<file path="config.mk">
export PLATFORM = sky130hd
export DESIGN_NAME = shift_counter_engine
export DESIGN_NICKNAME = d
export VERILOG_FILES = /design/src/rtl/shift_engine_pkg.sv /design/src/rtl/shift_counter_engine_down_counter_tc.sv /design/src/rtl/shift_counter_engine.sv
export SDC_FILE = /design/constraint.sdc
export NUM_CORES = 1
export LEC_CHECK = 0
export CAP_MARGIN = 20
export CELL_PAD_IN_SITES_DETAIL_PLACEMENT = 0
export CELL_PAD_IN_SITES_GLOBAL_PLACEMENT = 2
export CORE_MARGIN = 2
export CORE_UTILIZATION = 23
export DETAILED_ROUTE_END_ITERATION = 12
export PLACE_DENSITY_LB_ADDON = 0.1
export SYNTH_ARGS = -nofsm -noshare
export SYNTH_HDL_FRONTEND = slang
export SYNTH_SLANG_ARGS = --single-unit
</file>
<file path="constraint.sdc">
create_clock -name clk -period 1.57 [get_ports clk]
set_input_delay 0.157 -clock clk [delete_from_list [all_inputs] [get_ports clk]]
set_output_delay 0.157 -clock clk [all_outputs]
set_load 0.05 [all_outputs]
</file>
<file path="src/rtl/shift_engine_pkg.sv">
// Shared types for the bit-serial shift engine.
//   state_t : FSM encoding used by shift_counter_engine.
package shift_engine_pkg;

    typedef enum logic [1:0] {
        S_IDLE  = 2'd0,
        S_SHIFT = 2'd1,
        S_DONE  = 2'd2
    } state_t;

endpackage

</file>
<file path="src/rtl/shift_counter_engine_down_counter_tc.sv">
// Loadable down-counter with a last-step flag.
//   clk, rst : clock / async active-high reset (cnt -> 0)
//   load     : synchronous load of init (wins over en)
//   en       : decrement by one
//   init     : load value
//   cnt      : current count
//   tc       : en & (cnt == 1), i.e. this enabled edge takes the count to zero
module down_counter_tc #(
    parameter int CNT_W = 8
) (
    input  logic             clk,
    input  logic             rst,
    input  logic             load,
    input  logic             en,
    input  logic [CNT_W-1:0] init,
    output logic [CNT_W-1:0] cnt,
    output logic             tc
);

    always_ff @(posedge clk or posedge rst) begin
        if (rst)       cnt <= '0;
        else if (load) cnt <= init;
        else if (en)   cnt <= cnt - 1'b1;
    end

    assign tc = en && (cnt == CNT_W'(1));

endmodule

</file>
<file path="src/rtl/shift_counter_engine.sv">
// Bit-serial shift engine: a DATA_W shift register clocked for exactly `len`
// shifts by an internal down-counter, with start/done handshake and preload.
//   clk, rst            : clock / async active-high reset
//   start, len          : request a run of len shifts (sampled when ready)
//   load_data, data_in  : parallel preload (sampled when ready)
//   ser_in              : bit entering the vacated end on each shift
//   ser_out             : outgoing bit (LSB or MSB of the register)
//   data_out            : shift register contents
//   ready / busy / done : idle / running-or-finishing / one-cycle end pulse
module shift_counter_engine
    import shift_engine_pkg::*;
#(
    parameter int DATA_W    = 8,
    parameter int CNT_W     = 8,
    parameter bit MSB_FIRST = 1'b0
) (
    input  logic              clk,
    input  logic              rst,
    input  logic              start,
    input  logic [CNT_W-1:0]  len,
    input  logic              load_data,
    input  logic [DATA_W-1:0] data_in,
    input  logic              ser_in,
    output logic              ser_out,
    output logic [DATA_W-1:0] data_out,
    output logic              ready,
    output logic              busy,
    output logic              done
);

    state_t            state, state_nxt;
    logic [DATA_W-1:0] sr, sr_shifted;
    logic [CNT_W-1:0]  cnt;
    logic              cnt_load, cnt_en, cnt_tc;

    // Zero-length runs skip the counter entirely and go straight to S_DONE.
    assign cnt_load = (state == S_IDLE) && start && (len != '0);
    // Gating on cnt != 0 keeps the counter from ever wrapping.
    assign cnt_en   = (state == S_SHIFT) && (cnt != '0);

    down_counter_tc #(.CNT_W(CNT_W)) u_cnt (
        .clk  (clk),
        .rst  (rst),
        .load (cnt_load),
        .en   (cnt_en),
        .init (len),
        .cnt  (cnt),
        .tc   (cnt_tc)
    );

    always_ff @(posedge clk or posedge rst) begin
        if (rst) state <= S_IDLE;
        else     state <= state_nxt;
    end

    always_comb begin
        state_nxt = state;
        unique case (state)
            S_IDLE:  if (start) state_nxt = (len != '0) ? S_SHIFT : S_DONE;
            // cnt == 0 is unreachable in S_SHIFT; treat it as finished.
            S_SHIFT: if (cnt_tc || cnt == '0) state_nxt = S_DONE;
            S_DONE:  state_nxt = S_IDLE;
            default: state_nxt = S_IDLE;
        endcase
    end

    generate
        if (MSB_FIRST) begin : g_msb
            assign sr_shifted = {sr[DATA_W-2:0], ser_in};
            assign ser_out    = sr[DATA_W-1];
        end else begin : g_lsb
            assign sr_shifted = {ser_in, sr[DATA_W-1:1]};
            assign ser_out    = sr[0];
        end
    endgenerate

    // Shift only on counted edges; preload only while idle.
    always_ff @(posedge clk or posedge rst) begin
        if (rst)                                   sr <= '0;
        else if (state == S_IDLE && load_data)     sr <= data_in;
        else if (cnt_en)                           sr <= sr_shifted;
    end

    assign data_out = sr;
    assign ready    = (state == S_IDLE);
    assign busy     = (state == S_SHIFT) || (state == S_DONE);
    assign done     = (state == S_DONE);

endmodule
</file>
==> impl_metrics.toml <==
[synth]
syn_area_um2 = 1060
ys_ff_latch = 18
synth-seq-area-share = 0.426
synth_top_area_cell = "dfrtp_1"
synth_cell_types = 31
synthCells = 122
ys_warn_count = 0
syn_nets = 149
syn_area_per_cell_um2 = 8.67
synth_area_leaders = "dfrtp_1, nand2_1, ha_1"
synth_top_area_frac = 0.426

[status]
violations = "setup timing"
status = "finished, violations left"

[min_path]
hold_path_class = "in2async"

[route]
post_drt_wl_per_cell_um = 14.7
viasPerCell = 4.68
wirelength_mm = 3.51
dr.first_iter.drc_count = 42
ant_nets = 0
drc = 0
firstDrtPassIters = 4
num_vias = 1119

[clock_tree]
numCtsBuffers = 3
clock_sinks = 18
h-tree-depth = 1
worstSkewPairLatency_ns = 0.26
cts-root-buf = "clkbuf_8"
cts_tree = "built"
clk_path_buf_depth = 2
postCtsHoldBufs = 0
cts.clk_slew.worst_paths_ns = 0.08

[final_layout]
final_util = 0.432
final_cell_area_um2 = 1900
final_nets = 215
drive_gt1_frac = 0.406
final_cell_mix = "buf_4, dfrtp_1, nand2_1"
final_common_cell = "buf_4"
syn_to_final_growth_pct = 79.3
n_antenna_cell = 0

[worst_setup_path]
path_cells = "inv_2, ha_4, or3b_4, o21ai_4, buf_4, or3_1, a31oi_1"
worstSetupPathType = "reg2reg"
cp.buffers_inverters = 2
crit_family = "simple AND/OR/NAND/NOR gates"
crit_fanout = 5
slowest_stage = "dfrtp_1"
slowest_delay_ns = 0.41
arrival_ns = 1.88
critPathLaunchType = "register"
cp-end-kind = "register"
required_ns = 1.72

[timing]
finalSetupViolCount = 16
maxSlewViolCount = 0
fin_ws_ns = -0.159
fmax_mhz = 578
tightest_slew_ns = 0.332
rsz0062_at_grt = "true"
finalHoldViolCount = 0
fin_skew_ns = 0.00396
slew_headroom = 0.778
whs_ns = 0.220
tns_ns = -1.94
fin_crit_ns = 1.73
fin_crit_sh = 1.10

[pwr]
p_per_area_nw_per_um2 = 2300
peakVddDrop_mv = 0.843
power_leakage_nw = 0.822

[place]
dp_hpwl_mm = 2.58
dpl_cell_area_um2 = 1670
io_buffers = 32
gp_congestion = 0.850

[run]
max-cap-violations = 0

[floorplan]
initial_core_util = 0.241
fp-row-count = 24
coreArea_um2 = 4380
fp.dieH_um = 71.8
pin_count = 33
dieArea_um2 = 5160
die_w_um = 71.8

[global_route]
antenna_found_initial = 0
grt_max_degree = 19
grtUsageTotal = 0.149
grt_pass1_vias = 1178
gr-total-overflow = 0
grt_pass1_wl_mm = 5.74
[registers in the layout (all words and copies together), names as in the netlist]
register   count
state          2
data_out       8
u_cnt.cnt      8
[final timing paths]
| path | startpoint | to | slack [ns] | depth (start not counted) |
|---|---|---|---|---|
| setup / recovery | u_cnt.cnt[1]$_DFFE_PP0P_ | u_cnt.cnt[4]$_DFFE_PP0P_ | -0.16 | 7 |
| hold / removal | rst | u_cnt.cnt[6]$_DFFE_PP0P_ | 0.22 | 3 |
| setup reg to reg | u_cnt.cnt[1]$_DFFE_PP0P_ | u_cnt.cnt[4]$_DFFE_PP0P_ | -0.16 | 7 |
| hold reg to reg | state[0]$_DFFE_PP0P_ | state[0]$_DFFE_PP0P_ | 0.55 | 1 |
| max in group asynchronous | rst | data_out[5]$_DFFE_PP0P_ | 1.14 | 3 |
| min in group clk | len[1] | u_cnt.cnt[1]$_DFFE_PP0P_ | 0.30 | 2 |
[through the flow]
step	worst slack (ns)	total power, mW	cells
floorplan	-0.106	2.41	122
CTS	-0.157	4.19	237
detailed placement	-0.463	3.49	229
global placement	-0.450	3.47	229
global route	-0.229	4.65	239
finish	-0.159	4.36	239
[worst register-to-register path, cell delays in order (launching register included)]
cell     delay, ns
dfrtp_1       0.41
inv_2         0.09
ha_4          0.13
or3b_4        0.40
o21ai_4       0.25
buf_4         0.17
or3_1         0.09
a31oi_1       0.08
[power breakdown]
group | switching (mW) | leakage (nW) | internal, mW
registers | 0.211 | 0.211 | 0.701
logic | 1.66 | 0.583 | 1.37
clock network | 0.183 | 0.0288 | 0.224
[routing by layer]
| layer | routed length [µm] | GRT usage | up-vias |
|---|---|---|---|
| met5 | 0 | 0 | - |
| met4 | 59 | 0.0629 | 0 |
| met3 | 116 | 0.0239 | 4 |
| met2 | 1690 | 0.243 | 22 |
| met1 | 1650 | 0.195 | 529 |
| li1 | - | - | 564 |
[synthesized netlist by cell type (all sizes together)]
cell    number
a22o         1
or3b         1
o211ai       2
nor3b        1
a31oi        9
nor3         1
nand3        3
o21ai        9
nor4b        1
clkbuf       3
o22a         1
a21boi       1
dfrtp       18
ha           6
o211a        1
or4          4
nand2       23
nor4         2
xnor2        3
a21oi        5
o41ai        2
nor2        13
or3          3
buf          2
inv          6
xor2         1
[repair_timing]
action	4_1_cts	5_1_grt
resized for setup	28	10
setup endpoints to repair	18	17
hold endpoints to repair	0	0
cloned	1	0
pin swaps	18	10
setup buffers	3	2
[cell type report]
type	instances	area [µm²]
clock buffer	4	55.1
timing repair buffer	66	588
sequential	18	450
fill	441	2490
tap	52	65.1
inverter	6	22.5
multi-input combinational	93	714
[kinds of logic after synthesis]
| kind of cell | after synthesis | share of synthesized area |
|---|---|---|
| AND/OR/NAND/NOR | 52 | 0.232 |
| AO/OA/AOI/OAI | 31 | 0.194 |
| flip-flops | 18 | 0.426 |
| buffers and inverters | 11 | 0.0438 |
| adder cells (fa/ha/maj) | 6 | 0.0710 |
| XOR/XNOR | 4 | 0.0331 |
Note: power is estimated with default switching activity, not from simulation.
